### config.mk
export PLATFORM = sky130hd
export DESIGN_NAME = mem_access_ctrl
export DESIGN_NICKNAME = d
export VERILOG_FILES = /design/src/rtl/mem_access_ctrl.sv
export SDC_FILE = /design/constraint.sdc
export NUM_CORES = 1
export LEC_CHECK = 0
export BUFFER_PORTS_ARGS = -buffer_cell sky130_fd_sc_hd__buf_4
export CAP_MARGIN = 20
export CORE_MARGIN = 10
export CORE_UTILIZATION = 45
export CTS_CLUSTER_DIAMETER = 50
export DETAILED_ROUTE_END_ITERATION = 10
export GPL_TIMING_DRIVEN = 0
export PLACE_DENSITY = 0.95
export SYNTH_ARGS = -nofsm -noshare
export SYNTH_HDL_FRONTEND = slang
export SYNTH_SLANG_ARGS = --single-unit
### constraint.sdc
create_clock -name clk -period 4.59 [get_ports clk]
set_input_delay 0.918 -clock clk [delete_from_list [all_inputs] [get_ports clk]]
set_output_delay 0.918 -clock clk [all_outputs]
set_load 0.1 [all_outputs]
### src/rtl/mem_access_ctrl.sv
// Memory-stage load/store controller: one req/ack bus transaction per memory op, a pipeline
// stall while it is outstanding, load extension, and the LLbit used by LL/SC.
module mem_access_ctrl #(
  parameter int unsigned TIMEOUT = 64,
  parameter int unsigned CNT_W   = 7
) (
  input  logic        clk,
  input  logic        rst,
  input  logic [7:0]  aluop_i,
  input  logic [31:0] mem_addr_i,
  input  logic [31:0] reg2_i,
  input  logic [4:0]  wd_i,
  input  logic        wreg_i,
  input  logic [31:0] wdata_i,
  input  logic        llbit_clr_i,
  input  logic [31:0] bus_rdata_i,
  input  logic        bus_ack_i,
  output logic [4:0]  wd_o,
  output logic        wreg_o,
  output logic [31:0] wdata_o,
  output logic        bus_req_o,
  output logic        bus_we_o,
  output logic [31:0] bus_addr_o,
  output logic [3:0]  bus_sel_o,
  output logic [31:0] bus_wdata_o,
  output logic        stallreq_o,
  output logic        addr_err_o,
  output logic        bus_err_o
);

  localparam logic [7:0] OpLb  = 8'b1110_0000;
  localparam logic [7:0] OpLbu = 8'b1110_0100;
  localparam logic [7:0] OpLh  = 8'b1110_0001;
  localparam logic [7:0] OpLhu = 8'b1110_0101;
  localparam logic [7:0] OpLw  = 8'b1110_0011;
  localparam logic [7:0] OpSb  = 8'b1110_1000;
  localparam logic [7:0] OpSh  = 8'b1110_1001;
  localparam logic [7:0] OpSw  = 8'b1110_1011;
  localparam logic [7:0] OpLl  = 8'b1111_0000;
  localparam logic [7:0] OpSc  = 8'b1111_1000;

  typedef enum logic [1:0] {StIdle, StReq, StDone} state_e;

  state_e           state_q, state_d;
  logic [CNT_W-1:0] cnt_q, cnt_d;
  logic             llbit_q, llbit_d;
  logic             err_q, err_d;
  logic [31:0]      rdata_q, rdata_d;

  logic        is_load, is_store, is_ll, is_sc;
  logic        is_byte, is_half, is_word, sign_ext;
  logic        misaligned, go;
  logic [7:0]  ld_byte;
  logic [15:0] ld_half;
  logic [31:0] ld_data;

  always_comb begin
    is_load  = 1'b0;
    is_store = 1'b0;
    is_ll    = 1'b0;
    is_sc    = 1'b0;
    is_byte  = 1'b0;
    is_half  = 1'b0;
    is_word  = 1'b0;
    sign_ext = 1'b0;
    case (aluop_i)
      OpLb:    begin is_load = 1'b1;  is_byte = 1'b1; sign_ext = 1'b1; end
      OpLbu:   begin is_load = 1'b1;  is_byte = 1'b1; end
      OpLh:    begin is_load = 1'b1;  is_half = 1'b1; sign_ext = 1'b1; end
      OpLhu:   begin is_load = 1'b1;  is_half = 1'b1; end
      OpLw:    begin is_load = 1'b1;  is_word = 1'b1; end
      OpLl:    begin is_load = 1'b1;  is_word = 1'b1; is_ll = 1'b1; end
      OpSb:    begin is_store = 1'b1; is_byte = 1'b1; end
      OpSh:    begin is_store = 1'b1; is_half = 1'b1; end
      OpSw:    begin is_store = 1'b1; is_word = 1'b1; end
      OpSc:    begin is_store = 1'b1; is_word = 1'b1; is_sc = 1'b1; end
      default: ;
    endcase
  end

  assign misaligned = (is_half & mem_addr_i[0]) | (is_word & (mem_addr_i[1:0] != 2'b00));
  // A failing SC (LLbit clear) completes in IDLE without touching the bus.
  assign go = (is_load | is_store) & ~misaligned & ~(is_sc & ~llbit_q);

  always_comb begin
    state_d = state_q;
    cnt_d   = cnt_q;
    llbit_d = llbit_q;
    err_d   = err_q;
    rdata_d = rdata_q;
    unique case (state_q)
      StIdle: begin
        cnt_d = '0;
        err_d = 1'b0;
        if (go) state_d = StReq;
      end
      StReq: begin
        if (bus_ack_i) begin
          state_d = StDone;
          rdata_d = bus_rdata_i;
          if (is_ll) llbit_d = 1'b1;
          if (is_sc) llbit_d = 1'b0;
        end else if (cnt_q == CNT_W'(TIMEOUT - 1)) begin
          state_d = StDone;
          err_d   = 1'b1;
        end else begin
          cnt_d = cnt_q + CNT_W'(1);
        end
      end
      StDone:  state_d = StIdle;
      default: state_d = StIdle;
    endcase
    if (llbit_clr_i) llbit_d = 1'b0;
  end

  always_ff @(posedge clk or negedge rst) begin
    if (!rst) begin
      state_q <= StIdle;
      cnt_q   <= '0;
      llbit_q <= 1'b0;
      err_q   <= 1'b0;
      rdata_q <= '0;
    end else begin
      state_q <= state_d;
      cnt_q   <= cnt_d;
      llbit_q <= llbit_d;
      err_q   <= err_d;
      rdata_q <= rdata_d;
    end
  end

  // Big-endian lanes: address offset 0 is the most significant byte.
  always_comb begin
    unique case (mem_addr_i[1:0])
      2'b00:   ld_byte = rdata_q[31:24];
      2'b01:   ld_byte = rdata_q[23:16];
      2'b10:   ld_byte = rdata_q[15:8];
      default: ld_byte = rdata_q[7:0];
    endcase
    ld_half = mem_addr_i[1] ? rdata_q[15:0] : rdata_q[31:16];
    if (is_byte)      ld_data = {{24{sign_ext & ld_byte[7]}}, ld_byte};
    else if (is_half) ld_data = {{16{sign_ext & ld_half[15]}}, ld_half};
    else              ld_data = rdata_q;
  end

  always_comb begin
    wd_o        = wd_i;
    wreg_o      = wreg_i;
    wdata_o     = wdata_i;
    bus_req_o   = (state_q == StReq);
    bus_we_o    = is_store;
    bus_addr_o  = {mem_addr_i[31:2], 2'b00};
    bus_sel_o   = 4'b0000;
    bus_wdata_o = '0;
    stallreq_o  = (state_q == StReq) | ((state_q == StIdle) & go);
    addr_err_o  = misaligned;
    bus_err_o   = (state_q == StDone) & err_q;

    if (is_byte) begin
      bus_sel_o   = 4'b1000 >> mem_addr_i[1:0];
      bus_wdata_o = {4{reg2_i[7:0]}};
    end else if (is_half) begin
      bus_sel_o   = mem_addr_i[1] ? 4'b0011 : 4'b1100;
      bus_wdata_o = {2{reg2_i[15:0]}};
    end else if (is_word) begin
      bus_sel_o   = 4'b1111;
      bus_wdata_o = reg2_i;
    end

    if (misaligned) begin
      wreg_o = 1'b0;
    end else if (is_sc) begin
      wdata_o = {31'b0, (state_q == StDone) & ~err_q};
      if ((state_q == StDone) & err_q) wreg_o = 1'b0;
    end else if (is_store) begin
      wreg_o = 1'b0;
    end else if (is_load) begin
      wdata_o = ld_data;
      if ((state_q == StDone) & err_q) wreg_o = 1'b0;
    end
  end

endmodule

==> flow_summary.toml, run 1 <==
[floorplan]
pin_count = 257
die_w_um = 109
core_mm2 = 0.00769
initial_utilization_pct = 46.2
die_y_um = 109
die_area_mm2 = 0.0119
row_count = 32

[power_and_ir_drop]
ir_drop_v = 0.000227
cellPowerDensity_mw_per_mm2 = 305
p_leak_nw = 2.71

[timing]
finalSetupTns_ns = 0
hold_viol = 0
setup_viol = 0
fin_crit_sh_pct = 90.5
period_minus_slack_ns = 4.16
rsz0062_at_grt = "no"
max_freq_mhz = 241
maxSlewViolCount = 0
max_slew_margin_pct = 43.9
clock_skew_ns = 0.00336
worst_pin_slew_ns = 0.835

[cells_and_area]
ff_latch_area_mm2 = 0.00108
num_antenna_cells = 0
multi_input_area_mm2 = 0.00201
final_cells = 707
syn_to_final_growth_pct = 52.2
fill_cells = 582
final_layout_size_suffix_gt1_share_pct = 54.2
fin_nets = 752

[worst_setup_path]
r2r_setup_slack_ns = 2.53
r2r_cells = 5
rr_startpoint = "state_q[1]"
critical_path_required_ns = 3.67
cp.arrival_ns = 3.24
critical_path_class = "input port to output port"
cp-start-kind = "input port"
crit_fanout = 10
worstReg2RegEnd = "rdata_q[17]"
end_kind = "output port"

[routing]
drc = 0
wl_um = 16300
drt_iter0_drc = 381
antenna_left = 0
viasPerCell = 5.85
wl_per_cell_um = 23.1
vias = 4136
firstDrtPassIters = 8

[yosys]
ys_async_sr_fraction_pct = 100
synth_warnings = 0
synth_cell_types = 57
yosysSeqAreaShare_pct = 30.3
synthesis.area_mm2 = 0.00355
syn_inst = 381
synth-seq-cells = 43
yosys.area.top_type_share_pct = 30.3
synth.area.top_cells = "dfrtp_1 30%, mux2_2 10%, buf_4 8.0%"
synth-edff-count = 0
syn_avg_cell_area_um2 = 9.33
ys.flop_type = "dfrtp_1"
yosys-top-cells-count = "43 x dfrtp_1, 38 x buf_4, 32 x mux2_2, 32 x nor2_1, 25 x o2bb2ai_1"
yosysMostFrequentCell = "dfrtp_1"
yosys.area.top_type = "dfrtp_1"

[min_path]
min_from = "cnt_q[1]"
min_path_cells = 2
hold_path_end = "cnt_q[1]"
hold_class = "flip-flop to flip-flop"

[flow_run]
max_cap_violations = 0

[clock_network]
clk_latency_ns = 0.29
cts_buffers = 5
ctsHtreeMaxLevel = 2
root_buffer = "clkbuf_8"
path_clk_slew_ns = 0.08
clockBufferDepth = 2
cts_setup_buffers = 0
cts_resized = 0
cts_sinks = 43
cts_tree = "yes"
cts_hold_buffers = 0

[placed_design]
io_buffers = 216
dp.final_hpwl_um = 13500
place_congestion = 0.866
dp.cells = 700

[outcome]
run_status = "finished clean"

[global_routing]
antenna_found_initial = 0
grt_use_total_pct = 24.8
grt-ovfl-total = 0
grt_start_max_net_pins = 44
first_global_vias = 4301
grt_pass1_wl_um = 23300
## final cells by class
class | instances | area share [%]
plain buffers | 67 | 7.68
clock buffers | 6 | 1.53
clock inverters | 1 | 0.0925
inverters | 20 | 1.39
multi-input cells | 252 | 37.1
flip-flops and latches | 43 | 19.9
well taps | 102 | 2.36
repair buffers | 216 | 30.0
## stage by stage
step	hold WS (ns)	util, %	area [um2]	worst slack, ns	power (mW)
final	0.526	70.4	5410	0.434	1.65
after global routing	0.555	70.4	5410	0.336	1.71
after CTS	0.530	70.4	5410	0.432	1.64
after detailed placement	0.510	69.2	5320	0.444	1.40
after global placement	0.494	69.2	5320	0.414	1.37
after floorplan	0.476	-	3570	0.0380	1.17
## sequential cells by signal, summed over array words and instances, names as in the netlist
signal / count
cnt_q: 7
err_q: 1
llbit_q: 1
rdata_q: 32
state_q: 2
## where the power goes
group	internal, mW	total [mW]	switching, mW
Clock	0.118	0.246	0.128
Combinational	0.319	0.808	0.489
Sequential	0.486	0.596	0.110
Total	0.923	1.65	0.726
## metal layers
layer  share of wire (%)  global-route usage, %  vias up
met1                  35                   26.6     1969
met4                 2.5                   8.19        0
met3                  11                   7.37       31
met2                  52                   45.4      300
li1                    -                      -     1836
met5                   0                      0        -
## worst max-delay path, stage by stage
cell and delay [ns]:
buf_4 0.08, nand3_1 0.11, clkbuf_1 0.27, nor3_1 0.75, clkbuf_1 0.47, nor2_1 0.08
o2bb2ai_1 0.22, buf_4 0.33
## layout by cell type (no fill, tap or decap), types with 2 or more instances in the layout
cell / n
buf_4: 254
dfrtp_1: 43
nor2_1: 32
mux2_2: 32
o2bb2ai_1: 24
a22o_1: 23
inv_1: 20
clkbuf_1: 13
nand2_1: 13
o21ai_0: 12
buf_2: 11
and3_1: 10
o22ai_1: 9
nor3_1: 8
a222oi_1: 8
mux4_2: 8
a32oi_1: 7
a21oi_1: 6
clkbuf_8: 6
buf_1: 4
nand3_1: 3
nand2b_1: 3
a21o_1: 3
or2_2: 3
or3_1: 3
xnor2_1: 3
nor2b_1: 2
o21a_1: 2
o21ai_1: 2
o22a_1: 2
or4_1: 2
mux2i_1: 2
a21oi_2: 2
nor3_2: 2
a31oi_1: 2
conb_1: 2
## worst max-delay path by stage
stage / from / end / slack (ns) / cells past startpoint
global route: aluop_i[7] / wdata_o[25] / 0.34 / 8
floorplan: aluop_i[2] / wdata_o[21] / 0.04 / 7
finish: aluop_i[7] / wdata_o[25] / 0.43 / 8
detailed placement: aluop_i[7] / wdata_o[25] / 0.44 / 8
global placement: aluop_i[7] / wdata_o[25] / 0.41 / 8
CTS: aluop_i[7] / wdata_o[25] / 0.43 / 8
## kinds of logic after synthesis
kind of cell	after synthesis	synth area share [%]
xor gates and xnor gates	3	0.739
adders and majority gates	1	0.352
other	1	0.105
buffers and inverters	87	13.8
muxes	42	15.8
AOI/OAI and AO/OA	112	25.6
DFF	43	30.3
and+or+nand+nor	92	13.4
Note: power is estimated with default switching activity, not from simulation.
==> run 2, diff against run 1 <==
CAP_MARGIN = default   (was 20)
CORE_ASPECT_RATIO = 0.75   (was default)
CORE_UTILIZATION = 42   (was 45)
PLACE_DENSITY = 0.9   (was 0.95)
clock period = 4.57 ns   (was 4.59 ns; I/O delays follow)
==> flow_summary.toml, run 2 (synthesized netlist as in run 1, its figures left out) <==
[timing]
timing.hold.ws_ns = 0.529
hold_viol = 0
worst_pin_slew_ns = 0.832
setup_ws_ns = 0.353
max_slew_margin_pct = 44.1
rsz0062_at_grt = "no"
finalSetupTns_ns = 0
maxSlewViolCount = 0
setup_viol = 0
max_freq_mhz = 237
fin_crit_sh_pct = 92.3
period_minus_slack_ns = 4.22
clock_skew_ns = 0.00337

[worst_setup_path]
r2r_cells = 5
cp.arrival_ns = 3.30
worstReg2RegEnd = "rdata_q[22]"
crit_fanout = 10
r2r_setup_slack_ns = 2.49
cp-start-kind = "input port"
critical_path_required_ns = 3.66
end_kind = "output port"
critical_path_class = "input port to output port"
rr_startpoint = "state_q[1]"

[clock_network]
cts_resized = 0
cts_tree = "yes"
cts_hold_buffers = 0
cts_buffers = 5
ctsHtreeMaxLevel = 2
cts_sinks = 43
clk_latency_ns = 0.28
cts_setup_buffers = 0
clockBufferDepth = 2
root_buffer = "clkbuf_16"
path_clk_slew_ns = 0.06

[power_and_ir_drop]
p_leak_nw = 2.73
ir_drop_v = 0.000220
cellPowerDensity_mw_per_mm2 = 321

[placed_design]
dp.final_hpwl_um = 13900
dp_slack_ns = 0.405
place_congestion = 0.891
io_buffers = 216
placed_area_mm2 = 0.00533

[min_path]
hold_class = "flip-flop to flip-flop"
hold_path_end = "rdata_q[14]"
min_path_cells = 1
min_from = "rdata_q[14]"

[routing]
wl_met1_um = 6280
drt_iter0_drc = 329
wl_um = 16800
viasPerCell = 5.84
vias = 4151
antenna_left = 0
top_layer = "met4"
wl_met2_um = 8500
firstDrtPassIters = 7
wl_per_cell_um = 23.6
wl_met3_um = 1490
drc = 0

[cells_and_area]
fill_cells = 632
fin_nets = 752
final_layout_size_suffix_gt1_share_pct = 54.0
multi_input_area_mm2 = 0.00201
largest-register = "rdata_q"
top_regs = "rdata_q (32), cnt_q (7), state_q (2)"
syn_to_final_growth_pct = 53.7
ff_latch_area_mm2 = 0.00108
num_antenna_cells = 0
layout_commonest_cell = "buf_4"
final_design_area_no_fill_mm2 = 0.00546
largest_reg_flops = 32
layout_common_cells = "254 x buf_4, 43 x dfrtp_1, 32 x nor2_1, 32 x mux2_2, 24 x o2bb2ai_1"

[floorplan]
row_count = 28
core_mm2 = 0.00806
die_w_um = 126
initial_utilization_pct = 44.1
die_area_mm2 = 0.0126
die_y_um = 99.7
pin_count = 257

[global_routing]
first_global_vias = 4311
grt_start_max_net_pins = 44
grt-ovfl-total = 0
antenna_found_initial = 0
grt_use_total_pct = 24.5
grt_pass1_wl_um = 24800

[flow_run]
max_cap_violations = 0

[outcome]
run_status = "finished clean"
-- run 2: changes by cell type in the layout (fill, tap and decap cells not counted), sizes merged --
| cell | change |
|---|---|
| clkbuf | +1 |
-- run 2: how the worst max path moves through the flow --
stage / start / endpoint
3_5_place_dp: aluop_i[7] / wdata_o[24]
6_report: aluop_i[7] / wdata_o[24]
4_1_cts: aluop_i[7] / wdata_o[24]
5_1_grt: aluop_i[7] / wdata_o[24]
2_1_floorplan: aluop_i[2] / wdata_o[21]
3_3_place_gp: aluop_i[7] / wdata_o[24]
-- run 2: cell type report --
type	count	area share (%)
plain buffers	67	7.60
multi-input cells	252	36.7
clock buffers	7	2.43
well taps	105	2.40
flip-flops and latches	43	19.7
inverters	20	1.37
repair buffers	216	29.7
clock inverters	1	0.0916
-- run 2: critical path, cell delays in order --
cell       delay (ns)
buf_4            0.08
nand3_1          0.13
clkbuf_1         0.28
nor3_1           0.75
clkbuf_1         0.47
nor2_1           0.11
o2bb2ai_1        0.23
buf_4            0.34
-- run 2: metrics by stage --
| stage | std cells | utilization, % | power [mW] |
|---|---|---|---|
| 6_report | 711 | 67.8 | 1.75 |
| 2_1_floorplan | 382 | - | 1.18 |
| 3_3_place_gp | 703 | 66.1 | 1.38 |
| 5_1_grt | 711 | 67.8 | 1.83 |
| 4_1_cts | 711 | 67.8 | 1.75 |
| 3_5_place_dp | 703 | 66.1 | 1.41 |
-- run 2: metal layers --
layer	track usage, %	up-vias
met1	27.8	1999
met4	7.86	0
met5	0	-
met2	43.5	274
met3	7.06	36
li1	-	1842
-- run 2: where the power goes --
group          switching [mW]  internal (mW)  total [mW]
Clock                   0.138          0.202       0.339
Combinational           0.493          0.321       0.814
Sequential              0.109          0.489       0.598
Total                   0.740           1.01        1.75
==> run 3, diff against run 2 <==
CORE_ASPECT_RATIO = default   (was 0.75)
CORE_UTILIZATION = 35   (was 42)
PLACE_DENSITY = 0.79   (was 0.9)
==> flow_summary.toml, run 3 (synthesized netlist as in run 1, its figures left out) <==
[global_routing]
grt.busiest_layer = "met2"
use_met2_pct = 40.0
grt-ovfl-total = 0
grt_start_max_net_pins = 44
grt_use_met1_pct = 22.9
grtUsageMet3_pct = 6.24
grt_pass1_wl_um = 24700
grt_use_total_pct = 21.3
antenna_found_initial = 0
first_global_vias = 4298

[floorplan]
initial_utilization_pct = 36.2
row_count = 36
die_y_um = 121
die_w_um = 121
core_mm2 = 0.00982
pin_count = 257
die_area_mm2 = 0.0146

[worst_setup_path]
slowest_stage = "nor3_1"
critical_path_class = "input port to output port"
path_cells = "buf_4 > nand3_1 > clkbuf_1 > nor3_1 > clkbuf_1 > nor2_1 > o2bb2ai_1 > buf_4"
path_delay_family = "buffers and inverters"
cp.arrival_ns = 3.44
end_kind = "output port"
worstReg2RegEnd = "rdata_q[30]"
cp-start-kind = "input port"
crit_buf_inv = 4
crit_fanout = 10
r2r_setup_slack_ns = 2.41
crit_path_max_incr_delay_ns = 0.91
rr_startpoint = "state_q[1]"
r2r_cells = 5
critical_path_required_ns = 3.66

[placed_design]
io_buffers = 216
placed_area_mm2 = 0.00536
place_congestion = 0.916
dp.final_hpwl_um = 13700
dp.cells = 731

[cells_and_area]
multi_input_area_mm2 = 0.00201
largest_reg_flops = 32
final_layout_size_suffix_gt1_share_pct = 54.1
top_regs = "rdata_q (32), cnt_q (7), state_q (2)"
final_design_area_no_fill_mm2 = 0.00545
largest-register = "rdata_q"
fin_nets = 752
ff_latch_area_mm2 = 0.00108
fill_cells = 908
layout_commonest_cell = "buf_4"
num_antenna_cells = 0
syn_to_final_growth_pct = 53.2
finish.utilization_pct = 55.5
final_cells = 739
layout_common_cells = "254 x buf_4, 43 x dfrtp_1, 32 x nor2_1, 32 x mux2_2, 24 x o2bb2ai_1"

[clock_network]
cts_setup_buffers = 0
root_buffer = "clkbuf_8"
cts_tree = "yes"
clk_latency_ns = 0.29
clockBufferDepth = 2
cts_buffers = 5
cts_resized = 0
cts_sinks = 43
path_clk_slew_ns = 0.09
ctsHtreeMaxLevel = 2
cts_hold_buffers = 0

[flow_run]
max_cap_violations = 0

[power_and_ir_drop]
ir_drop_v = 0.000176
power_mw = 1.64
cellPowerDensity_mw_per_mm2 = 301
p_leak_nw = 2.70

[min_path]
min_path_cells = 2
min_from = "err_q"
hold_class = "flip-flop to flip-flop"
hold_path_end = "err_q"

[routing]
vias = 4078
viasPerCell = 5.52
wl_um = 16900
drt_iter0_drc = 274
drc = 0
antenna_left = 0
firstDrtPassIters = 8
wl_per_cell_um = 22.8

[outcome]
run_status = "finished clean"

[timing]
setup_viol = 0
maxSlewViolCount = 0
rsz0062_at_grt = "no"
worst_pin_slew_ns = 1.05
finalSetupTns_ns = 0
clock_skew_ns = 0.0113
hold_viol = 0
period_minus_slack_ns = 4.35
fin_crit_sh_pct = 95.2
max_freq_mhz = 230
max_slew_margin_pct = 29.4
run 3: cell types whose count changed in the layout (fill, tap and decap cells not counted), sizes merged:
cell | previous run | this run
clkbuf | 20 | 19
clkinvlp | 0 | 1
run 3: cell type report:
class / count / area share [%]
plain buffers: 67 / 7.63
multi-input cells: 252 / 36.8
repair buffers: 216 / 29.8
clock buffers: 6 / 1.33
inverters: 20 / 1.38
flip-flops and latches: 43 / 19.8
clock inverters: 2 / 0.230
well taps: 133 / 3.06
run 3: power breakdown:
part | switching (mW) | internal [mW]
Clock | 0.132 | 0.107
Combinational | 0.488 | 0.320
Sequential | 0.107 | 0.488
Total | 0.727 | 0.915
run 3: tightest hold or removal path, stage by stage, from the launching register on:
cell	delay (ns)
dfrtp_1	0.38
a21oi_1	0.05
nor2_1	0.07
run 3: metrics by stage:
step / hold slack (ns) / worst slack [ns]
6_report: 0.531 / 0.218
5_1_grt: 0.561 / 0.0895
4_1_cts: 0.533 / 0.263
3_5_place_dp: 0.511 / 0.266
3_3_place_gp: 0.500 / 0.336
2_1_floorplan: 0.476 / 0.0260
run 3: per-layer routing:
| metal | part of all wire [%] | wire, um |
|---|---|---|
| met5 | 0 | 0 |
| met4 | 1.4 | 231 |
| met3 | 9.0 | 1510 |
| met2 | 53 | 8900 |
| met1 | 37 | 6220 |
run 3: how the worst max path moves through the flow:
stage                     from          end  slack [ns]  cells after the start
floorplan           aluop_i[2]  wdata_o[21]        0.03                      7
global placement    aluop_i[7]  wdata_o[29]        0.34                      8
detailed placement  aluop_i[7]  wdata_o[29]        0.27                      8
CTS                 aluop_i[7]  wdata_o[29]        0.26                      8
global route        aluop_i[7]  wdata_o[29]        0.09                      8
finish              aluop_i[7]  wdata_o[29]        0.22                      8
